File: config.mk
export PLATFORM = sky130hd
export DESIGN_NAME = alu_pipe
export DESIGN_NICKNAME = d
export VERILOG_FILES = /design/src/rtl/alu_pkg.sv /design/src/rtl/alu_mul_iter.sv /design/src/rtl/alu_pipe.sv
export SDC_FILE = /design/constraint.sdc
export NUM_CORES = 1
export LEC_CHECK = 0
export CORE_MARGIN = 2
export CORE_UTILIZATION = 58
export CTS_CLUSTER_SIZE = 25
export DETAILED_ROUTE_END_ITERATION = 10
export PLACE_DENSITY = 0.83
export SYNTH_ARGS = -nofsm -noshare
export SYNTH_HDL_FRONTEND = slang
export SYNTH_HIERARCHICAL = 1
export SYNTH_SLANG_ARGS = --single-unit
export TNS_END_PERCENT = 30
File: constraint.sdc
create_clock -name clk -period 3.6 [get_ports clk]
set_input_delay 0.9 -clock clk [delete_from_list [all_inputs] [get_ports clk]]
set_output_delay 0.9 -clock clk [all_outputs]
set_load 0.01 [all_outputs]
File: src/rtl/alu_pkg.sv
// Shared funct codes and FSM state type for alu_pipe.
// ALU_PIPE_MUL_EN adds the MUL state used by the iterative multiplier.
package alu_pkg;

    localparam logic [5:0] OpAdd  = 6'b100000;
    localparam logic [5:0] OpAddu = 6'b100001;
    localparam logic [5:0] OpSub  = 6'b100010;
    localparam logic [5:0] OpSubu = 6'b100011;
    localparam logic [5:0] OpAnd  = 6'b100100;
    localparam logic [5:0] OpOr   = 6'b100101;
    localparam logic [5:0] OpXor  = 6'b100110;
    localparam logic [5:0] OpNor  = 6'b100111;
    localparam logic [5:0] OpSll  = 6'b000000;
    localparam logic [5:0] OpSrl  = 6'b000010;
    localparam logic [5:0] OpSra  = 6'b000011;
    localparam logic [5:0] OpSlt  = 6'b101010;
    localparam logic [5:0] OpSltu = 6'b101011;
    localparam logic [5:0] OpMult = 6'b011000;

    typedef enum logic [1:0] {
        StIdle = 2'd0,
`ifdef ALU_PIPE_MUL_EN
        StMul  = 2'd1,
`endif
        StOut  = 2'd2
    } alu_state_e;

endpackage

File: src/rtl/alu_mul_iter.sv
// Signed iterative shift-add multiplier: one partial product per cycle, WORD_WIDTH cycles.
// done is high during the final iteration; product then carries the completed result.
module alu_mul_iter #(
    parameter int unsigned WORD_WIDTH = 32
) (
    input  logic                      clk,
    input  logic                      rst_n,
    input  logic                      start,
    input  logic [WORD_WIDTH-1:0]     a,
    input  logic [WORD_WIDTH-1:0]     b,
    output logic                      done,
    output logic [2*WORD_WIDTH-1:0]   product
);

    localparam int unsigned CNT_WIDTH = $clog2(WORD_WIDTH);

    logic                    busy_q;
    logic [CNT_WIDTH-1:0]    cnt_q;
    logic [2*WORD_WIDTH-1:0] acc_q, acc_d;
    logic [2*WORD_WIDTH-1:0] mcand_q;
    logic [2*WORD_WIDTH-1:0] addend;
    logic [WORD_WIDTH-1:0]   mplier_q;
    logic                    last;

    assign last = (cnt_q == CNT_WIDTH'(WORD_WIDTH - 1));

    // The multiplier's sign bit has weight -2^(W-1), so the last step subtracts.
    always_comb begin
        addend = '0;
        if (mplier_q[0]) begin
            addend = last ? (~mcand_q + 1'b1) : mcand_q;
        end
        acc_d = acc_q + addend;
    end

    assign done    = busy_q && last;
    assign product = acc_d;

    always_ff @(posedge clk or negedge rst_n) begin
        if (!rst_n) begin
            busy_q   <= 1'b0;
            cnt_q    <= '0;
            acc_q    <= '0;
            mcand_q  <= '0;
            mplier_q <= '0;
        end else if (start) begin
            busy_q   <= 1'b1;
            cnt_q    <= '0;
            acc_q    <= '0;
            mcand_q  <= {{WORD_WIDTH{a[WORD_WIDTH-1]}}, a};
            mplier_q <= b;
        end else if (busy_q) begin
            acc_q    <= acc_d;
            mcand_q  <= mcand_q << 1;
            mplier_q <= mplier_q >> 1;
            cnt_q    <= cnt_q + 1'b1;
            if (last) begin
                busy_q <= 1'b0;
            end
        end
    end

endmodule

File: src/rtl/alu_pipe.sv
// Handshaked ALU: single-cycle ops with 1-cycle latency, registered results and flags.
// Define ALU_PIPE_MUL_EN to add signed MULT via the iterative multiplier.
module alu_pipe
    import alu_pkg::*;
#(
    parameter int unsigned WORD_WIDTH  = 32,
    parameter int unsigned SHAMT_WIDTH = $clog2(WORD_WIDTH)
) (
    input  logic                  clk,
    input  logic                  rst_n,
    input  logic [WORD_WIDTH-1:0] a_input,
    input  logic [WORD_WIDTH-1:0] b_input,
    input  logic [5:0]            opcode,
    input  logic                  in_valid,
    output logic                  in_ready,
    output logic                  out_valid,
    input  logic                  out_ready,
    output logic [WORD_WIDTH-1:0] resultado,
    output logic [WORD_WIDTH-1:0] result_hi,
    output logic                  carry_out,
    output logic                  overflow,
    output logic                  zero,
    output logic                  illegal
);

    alu_state_e state_q, state_d, accept_state;

    logic                  accept;
    logic                  is_mult;
    logic [WORD_WIDTH:0]   add_sum;
    logic [WORD_WIDTH:0]   sub_diff;
    logic                  add_ovf, sub_ovf;
    logic [SHAMT_WIDTH-1:0] shamt;
    logic [WORD_WIDTH-1:0] alu_lo;
    logic                  alu_carry, alu_ovf, alu_illegal;

    logic [WORD_WIDTH-1:0] resultado_q, result_hi_q;
    logic                  carry_q, ovf_q, zero_q, illegal_q;

    assign in_ready  = (state_q == StIdle) || ((state_q == StOut) && out_ready);
    assign out_valid = (state_q == StOut);
    assign accept    = in_valid && in_ready;

`ifdef ALU_PIPE_MUL_EN
    logic                    mul_done;
    logic [2*WORD_WIDTH-1:0] mul_product;

    assign is_mult      = (opcode == OpMult);
    assign accept_state = is_mult ? StMul : StOut;

    alu_mul_iter #(
        .WORD_WIDTH (WORD_WIDTH)
    ) u_mul (
        .clk     (clk),
        .rst_n   (rst_n),
        .start   (accept && is_mult),
        .a       (a_input),
        .b       (b_input),
        .done    (mul_done),
        .product (mul_product)
    );
`else
    assign is_mult      = 1'b0;
    assign accept_state = StOut;
`endif

    always_comb begin
        state_d = state_q;
        case (state_q)
            StIdle: if (accept) state_d = accept_state;
`ifdef ALU_PIPE_MUL_EN
            StMul:  if (mul_done) state_d = StOut;
`endif
            StOut:  if (out_ready) state_d = accept ? accept_state : StIdle;
            default: state_d = StIdle;
        endcase
    end

    always_ff @(posedge clk or negedge rst_n) begin
        if (!rst_n) begin
            state_q <= StIdle;
        end else begin
            state_q <= state_d;
        end
    end

    // Carry is the unsigned carry for adds; for subtracts bit W of the widened difference is the borrow.
    assign add_sum  = {1'b0, a_input} + {1'b0, b_input};
    assign sub_diff = {1'b0, a_input} - {1'b0, b_input};
    assign add_ovf  = (a_input[WORD_WIDTH-1] == b_input[WORD_WIDTH-1]) &&
                      (add_sum[WORD_WIDTH-1] != a_input[WORD_WIDTH-1]);
    assign sub_ovf  = (a_input[WORD_WIDTH-1] != b_input[WORD_WIDTH-1]) &&
                      (sub_diff[WORD_WIDTH-1] != a_input[WORD_WIDTH-1]);
    assign shamt    = b_input[SHAMT_WIDTH-1:0];

    always_comb begin
        alu_lo      = '0;
        alu_carry   = 1'b0;
        alu_ovf     = 1'b0;
        alu_illegal = 1'b0;
        case (opcode)
            OpAdd: begin
                alu_lo    = add_sum[WORD_WIDTH-1:0];
                alu_carry = add_sum[WORD_WIDTH];
                alu_ovf   = add_ovf;
            end
            OpAddu: begin
                alu_lo    = add_sum[WORD_WIDTH-1:0];
                alu_carry = add_sum[WORD_WIDTH];
            end
            OpSub: begin
                alu_lo    = sub_diff[WORD_WIDTH-1:0];
                alu_carry = sub_diff[WORD_WIDTH];
                alu_ovf   = sub_ovf;
            end
            OpSubu: begin
                alu_lo    = sub_diff[WORD_WIDTH-1:0];
                alu_carry = sub_diff[WORD_WIDTH];
            end
            OpAnd:  alu_lo = a_input & b_input;
            OpOr:   alu_lo = a_input | b_input;
            OpXor:  alu_lo = a_input ^ b_input;
            OpNor:  alu_lo = ~(a_input | b_input);
            OpSll:  alu_lo = a_input << shamt;
            OpSrl:  alu_lo = a_input >> shamt;
            OpSra:  alu_lo = $unsigned($signed(a_input) >>> shamt);
            OpSlt:  alu_lo[0] = $signed(a_input) < $signed(b_input);
            OpSltu: alu_lo[0] = a_input < b_input;
`ifdef ALU_PIPE_MUL_EN
            OpMult: alu_illegal = 1'b0;
`endif
            default: alu_illegal = 1'b1;
        endcase
    end

    // Result registers only load on an accept or multiplier completion, so they hold under backpressure.
    always_ff @(posedge clk or negedge rst_n) begin
        if (!rst_n) begin
            resultado_q <= '0;
            result_hi_q <= '0;
            carry_q     <= 1'b0;
            ovf_q       <= 1'b0;
            zero_q      <= 1'b0;
            illegal_q   <= 1'b0;
        end else if (accept && !is_mult) begin
            resultado_q <= alu_lo;
            result_hi_q <= '0;
            carry_q     <= alu_carry;
            ovf_q       <= alu_ovf;
            zero_q      <= (alu_lo == '0);
            illegal_q   <= alu_illegal;
        end
`ifdef ALU_PIPE_MUL_EN
        else if (state_q == StMul && mul_done) begin
            resultado_q <= mul_product[WORD_WIDTH-1:0];
            result_hi_q <= mul_product[2*WORD_WIDTH-1:WORD_WIDTH];
            carry_q     <= 1'b0;
            ovf_q       <= 1'b0;
            zero_q      <= (mul_product == '0);
            illegal_q   <= 1'b0;
        end
`endif
    end

    assign resultado = resultado_q;
    assign result_hi = result_hi_q;
    assign carry_out = carry_q;
    assign overflow  = ovf_q;
    assign zero      = zero_q;
    assign illegal   = illegal_q;

endmodule

==> flow_summary_export.csv, run 1 <==
group,metric,value,unit
outcome,outcome,"aborted with a tool error",
outcome,failing_step,"global routing",
outcome,stop_error,"[ERROR GRT-0116] Global routing finished with congestion. Check the congestion regions in the DRC Viewer.",
placed_design,placed_cells,2462,
die,io_pins,144,
yosys,ys.flop_type,"dfrtp_1",
yosys,synth_top_family_by_area,"compound AO/OA/AOI/OAI gates",
die,die_y,145,um
placed_design,gp_congestion,1.30,
die,die_w,145,um
grt,track_usage,0.926,
yosys,yosys_warnings,6,
yosys,ys_ff_latch,37,
yosys,synth_edf_count,0,
grt,grt_max_degree,46,
placed_design,hpwl,48.6,mm
grt,gr-total-overflow,921,
yosys,synth_compound_area_frac,0.329,
placed_design,port_buffers,111,
placed_design,dpl_cell_area,16700,um^2
clock_tree,cts_made_buffers,5,
yosys,synthAdderAreaFrac,0.109,
yosys,async_reset_ff_frac,1.00,
yosys,yosys.area_share.simple,0.208,
yosys,netlist_area,11500,um^2
yosys,avgSynthCellArea,7.02,um^2
die,row_count,51,
clock_tree,clockBufferDepth,2,
grt,grt_pass1_vias,23900,
grt,grt_pass1_wl,155,mm
yosys,synthCells,1642,
yosys,synth.area.mux_share,0.156,
clock_tree,clock-sinks,37,
yosys,synth_cell_types,85,
clock_tree,h-tree-depth,2,
yosys,seq_area_frac_synth,0.0803,
clock_tree,cts_root_buf,"clkbuf_16",
die,start_util,0.593,
yosys,synth_xor_area_frac,0.0167,
[stage by stage]
| step | hold slack, ns | setup WS (ns) | utilization | setup TNS [ns] |
|---|---|---|---|---|
| 2_1_floorplan | 0.511 | -0.529 | - | -0.928 |
| 3_3_place_gp | 0.460 | -1.19 | 0.859 | -15.46 |
| 3_5_place_dp | 0.467 | -1.37 | 0.859 | -20.65 |
| 4_1_cts | 0.481 | -0.376 | 0.946 | -0.699 |
[cells in the mapped netlist (all sizes together) (18+ instances only)]
cell | number | area share
ha | 97 | 0.11
nor3 | 41 | 0.018
dfrtp | 37 | 0.080
clkbuf | 86 | 0.028
xnor2 | 20 | 0.015
buf | 72 | 0.040
inv | 99 | 0.032
o21ai | 126 | 0.055
a21oi | 115 | 0.050
mux4 | 31 | 0.061
nor2 | 138 | 0.045
nor4 | 19 | 0.010
nand4 | 19 | 0.010
a31oi | 18 | 0.0098
nand3 | 31 | 0.013
mux2 | 30 | 0.029
a211oi | 35 | 0.023
nand2 | 193 | 0.063
o211ai | 51 | 0.033
mux2i | 75 | 0.066
a22oi | 26 | 0.017
[cell families after synthesis]
| group | count (synthesis) |
|---|---|
| buffers and inverters | 259 |
| xor gates and xnor gates | 22 |
| other | 1 |
| and+or+nand+nor | 525 |
| muxes | 136 |
| DFF | 37 |
| adders and majority gates | 99 |
| AOI/OAI and AO/OA | 563 |
[metal layers]
| layer | track usage | overflow |
|---|---|---|
| met1 | 0.880 | 10 |
| met2 | 1.09 | 579 |
| met3 | 0.774 | 17 |
| met4 | 1.04 | 315 |
| met5 | 0.433 | 0 |
[repair_timing]
action	in CTS
gates cloned	1
resized for setup	359
setup endpoints to repair	28
setup buffers	48
pin swaps	91
hold buffers	0
==> inputs of run 2 (changes only) <==
CORE_UTILIZATION = 40   (was 58)
CTS_CLUSTER_SIZE = default   (was 25)
PLACE_DENSITY = default   (was 0.83)
PLACE_DENSITY_LB_ADDON = 0.15   (was default)
==> flow_summary_export.csv, run 2 <==
group,metric,value,unit
grt,antenna_found_initial,0,
clock_tree,cts_tree,"done",
drt,drt_iter0_markers,1974,
critical_path,crit_path_end_kind,"flop",
final_layout,nets,2529,
final_layout,drive_above_1_share,0.462,
placed_design,placed_cells,2666,
clock_tree,path_clk_slew,0.05,ns
die,die_area,30200,um^2
die,io_pins,144,
final_layout,syn_to_final_growth,72.8,%
critical_path,slowest_stage,"or4_4",
sta,hold_viol,0,
sta,slew_viol_final,0,
drt,viasPerCell,6.13,
drt,ant_nets,0,
yosys,synth_edf_count,0,
placed_design,hpwl,55.1,mm
yosys,synth_cell_types,85,
yosys,seq_area_frac_synth,0.0803,
sta,timing.slew.headroom,0.376,
sta,setup_violations,9,
yosys,synth_area_leaders,"ha_1 (11%), dfrtp_1 (8.0%), mux2i_1 (6.4%)",
placed_design,port_buffers,111,
yosys,yosys_warnings,6,
pwr,power.density,203,nW/um^2
outcome,outcome,"finished, violations left",
sta,finalCriticalPeriod,4.19,ns
die,die_y,174,um
clock_tree,clk_latency,0.28,ns
die,row_count,62,
sta,rsz0062_at_grt,"yes",
pwr,power.total,4.05,mW
grt,grt_max_degree,40,
yosys,ys_ff_latch,37,
sta,min_period_over_period,1.16,
yosys,synth_top_area_share,0.105,
run,max-cap-violations,0,
grt,grt_pass1_wl,99.6,mm
sta,fmax,239,MHz
grt,gr-total-overflow,0,
critical_path,path_max_fanout,5,
yosys,netlist_area,11500,um^2
drt,drt_pass1_iterations,6,
final_layout,regArea,926,um^2
clock_tree,h-tree-depth,2,
critical_path,cp_cell_sequence,"buf_12, ha_4, fa_2, a211oi_2, buf_4, o21ai_4, a311oi_4, o31ai_4, mux2i_1, or4_4, a2111oi_4, nand4_1, nor4_2, nand3_1, o41ai_2",
critical_path,worst-setup-path-type,"primary input to flop",
sta,clock_skew,0.00134,ns
yosys,synthCells,1642,
critical_path,critPathArrivalTime,4.37,ns
grt,track_usage,0.432,
final_layout,layout.cells.non_filler,2741,
yosys,synth_commonest_cells,"nand2_1 (193), nor2_1 (138), o21ai_0 (126)",
placed_design,gp_congestion,1.04,
grt,grt_pass1_vias,16000,
final_layout,final_area,19900,um^2
final_layout,fill_cells,2406,
sta,worst_pin_slew,0.936,ns
outcome,violations,"setup timing",
critical_path,path_buf_inv,2,
yosys,yosysMostFrequentCell,"nand2_1",
drt,wl_per_cell,25.0,um
final_layout,largest_register_ffs,32,
critical_path,max_stage_delay,0.50,ns
final_layout,layout_commonest_cell,"buf_4",
worst_hold_path,hp-class,"flop to flop",
die,start_util,0.404,
sta,fin_tns_setup,-1.41,ns
drt,drt_drc_violations_left,0,
drt,wl,68.5,mm
clock_tree,clock-sinks,37,
pwr,p_leak,9.00,nW
critical_path,cp-start-kind,"primary input",
critical_path,crit_family,"compound AO/OA/AOI/OAI gates",
critical_path,crit_required,3.78,ns
yosys,avgSynthCellArea,7.02,um^2
placed_design,dp_slack,-1.36,ns
drt,vias,16800,
yosys,async_reset_ff_frac,1.00,
clock_tree,cts_made_buffers,5,
die,die_w,174,um
final_layout,num_antenna_cells,0,
yosys,ys.flop_type,"dfrtp_1",
final_layout,layout_common_cells,"buf_4 (675), nand2_1 (189), nor2_1 (125), o21ai_0 (107), a21oi_1 (86)",
clock_tree,clockBufferDepth,2,
yosys,post-synth-top-area-cell,"ha_1",
placed_design,dpl_cell_area,17600,um^2
final_layout,multiInputGateArea,11200,um^2
clock_tree,cts_root_buf,"clkbuf_16",
pwr,ir_worst_vdd,0.144,mV
die,core,28500,um^2
sta,fin_ws,-0.590,ns
run 2: cell counts after synthesis:
Identical to the previous run, type by type.
run 2: worst paths after layout:
path	from	endpoint	slack, ns	depth (start not counted)
setup / recovery	b_input[0]	zero	-0.59	15
hold / removal	resultado[26]	resultado[26]	0.48	2
setup reg to reg	state_q[1]	zero	0.77	12
hold reg to reg	resultado[26]	resultado[26]	0.48	2
max in group asynchronous	rst_n	resultado[26]	2.40	1
min in group asynchronous	rst_n	resultado[2]	0.70	1
run 2: layout make-up:
cell class / count / area share
Clock buffer: 7 / 0.00766
Clock inverter: 1 / 0.000251
Inverter: 101 / 0.0203
Multi-Input combinational cell: 1377 / 0.559
Sequential cell: 37 / 0.0464
Tap cell: 384 / 0.0241
Timing Repair Buffer: 834 / 0.342
run 2: cell families (layout without fill, tap and decap cells):
logic type / Yosys count / after routing / synth area share
adder cells (fa/ha/maj): 99 / 99 / 0.109
other: 1 / 32 / 0.000325
XOR/XNOR: 22 / 22 / 0.0167
buffers and inverters: 259 / 943 / 0.101
AND/OR/NAND/NOR: 525 / 525 / 0.208
AO/OA/AOI/OAI: 563 / 563 / 0.329
multiplexers: 136 / 136 / 0.156
flip-flops: 37 / 37 / 0.0803
run 2: repair_timing:
item | 4_1_cts | 5_1_grt
setup buffers | 37 | 30
setup endpoints to repair | 33 | 20
gates cloned | 2 | 1
resized for setup | 359 | 175
hold buffers | 0 | 0
pin swaps | 94 | 67
run 2: worst register-to-register path, stage by stage (launching register included):
cell	delay [ns]
dfrtp_1	0.37
nand2b_1	0.09
and2_1	0.19
buf_12	0.14
o2111ai_1	0.13
a2111oi_2	0.36
buf_4	0.17
nand3_1	0.09
nor4_2	0.33
nand4_1	0.21
nor4_2	0.24
nand3_1	0.14
o41ai_2	0.29
run 2: stage by stage:
step	util	hold slack, ns
floorplan	-	0.511
global placement	0.615	0.459
detailed placement	0.615	0.464
CTS	0.673	0.482
global route	0.698	0.496
finish	0.698	0.479
run 2: where the power goes:
part | internal (mW) | switching (mW)
clock network | 0.293 | 0.166
logic | 1.48 | 1.63
registers | 0.456 | 0.0225
run 2: metal layers:
metal | share of wire | routed length (um) | vias to the layer above | track usage
li1 | - | - | 7502 | -
met1 | 0.39 | 26700 | 7980 | 0.560
met2 | 0.43 | 29500 | 1086 | 0.675
met3 | 0.10 | 7030 | 233 | 0.0719
met4 | 0.078 | 5380 | 0 | 0.256
met5 | 0 | 0 | - | 0
Note: power is estimated with default switching activity, not from simulation.
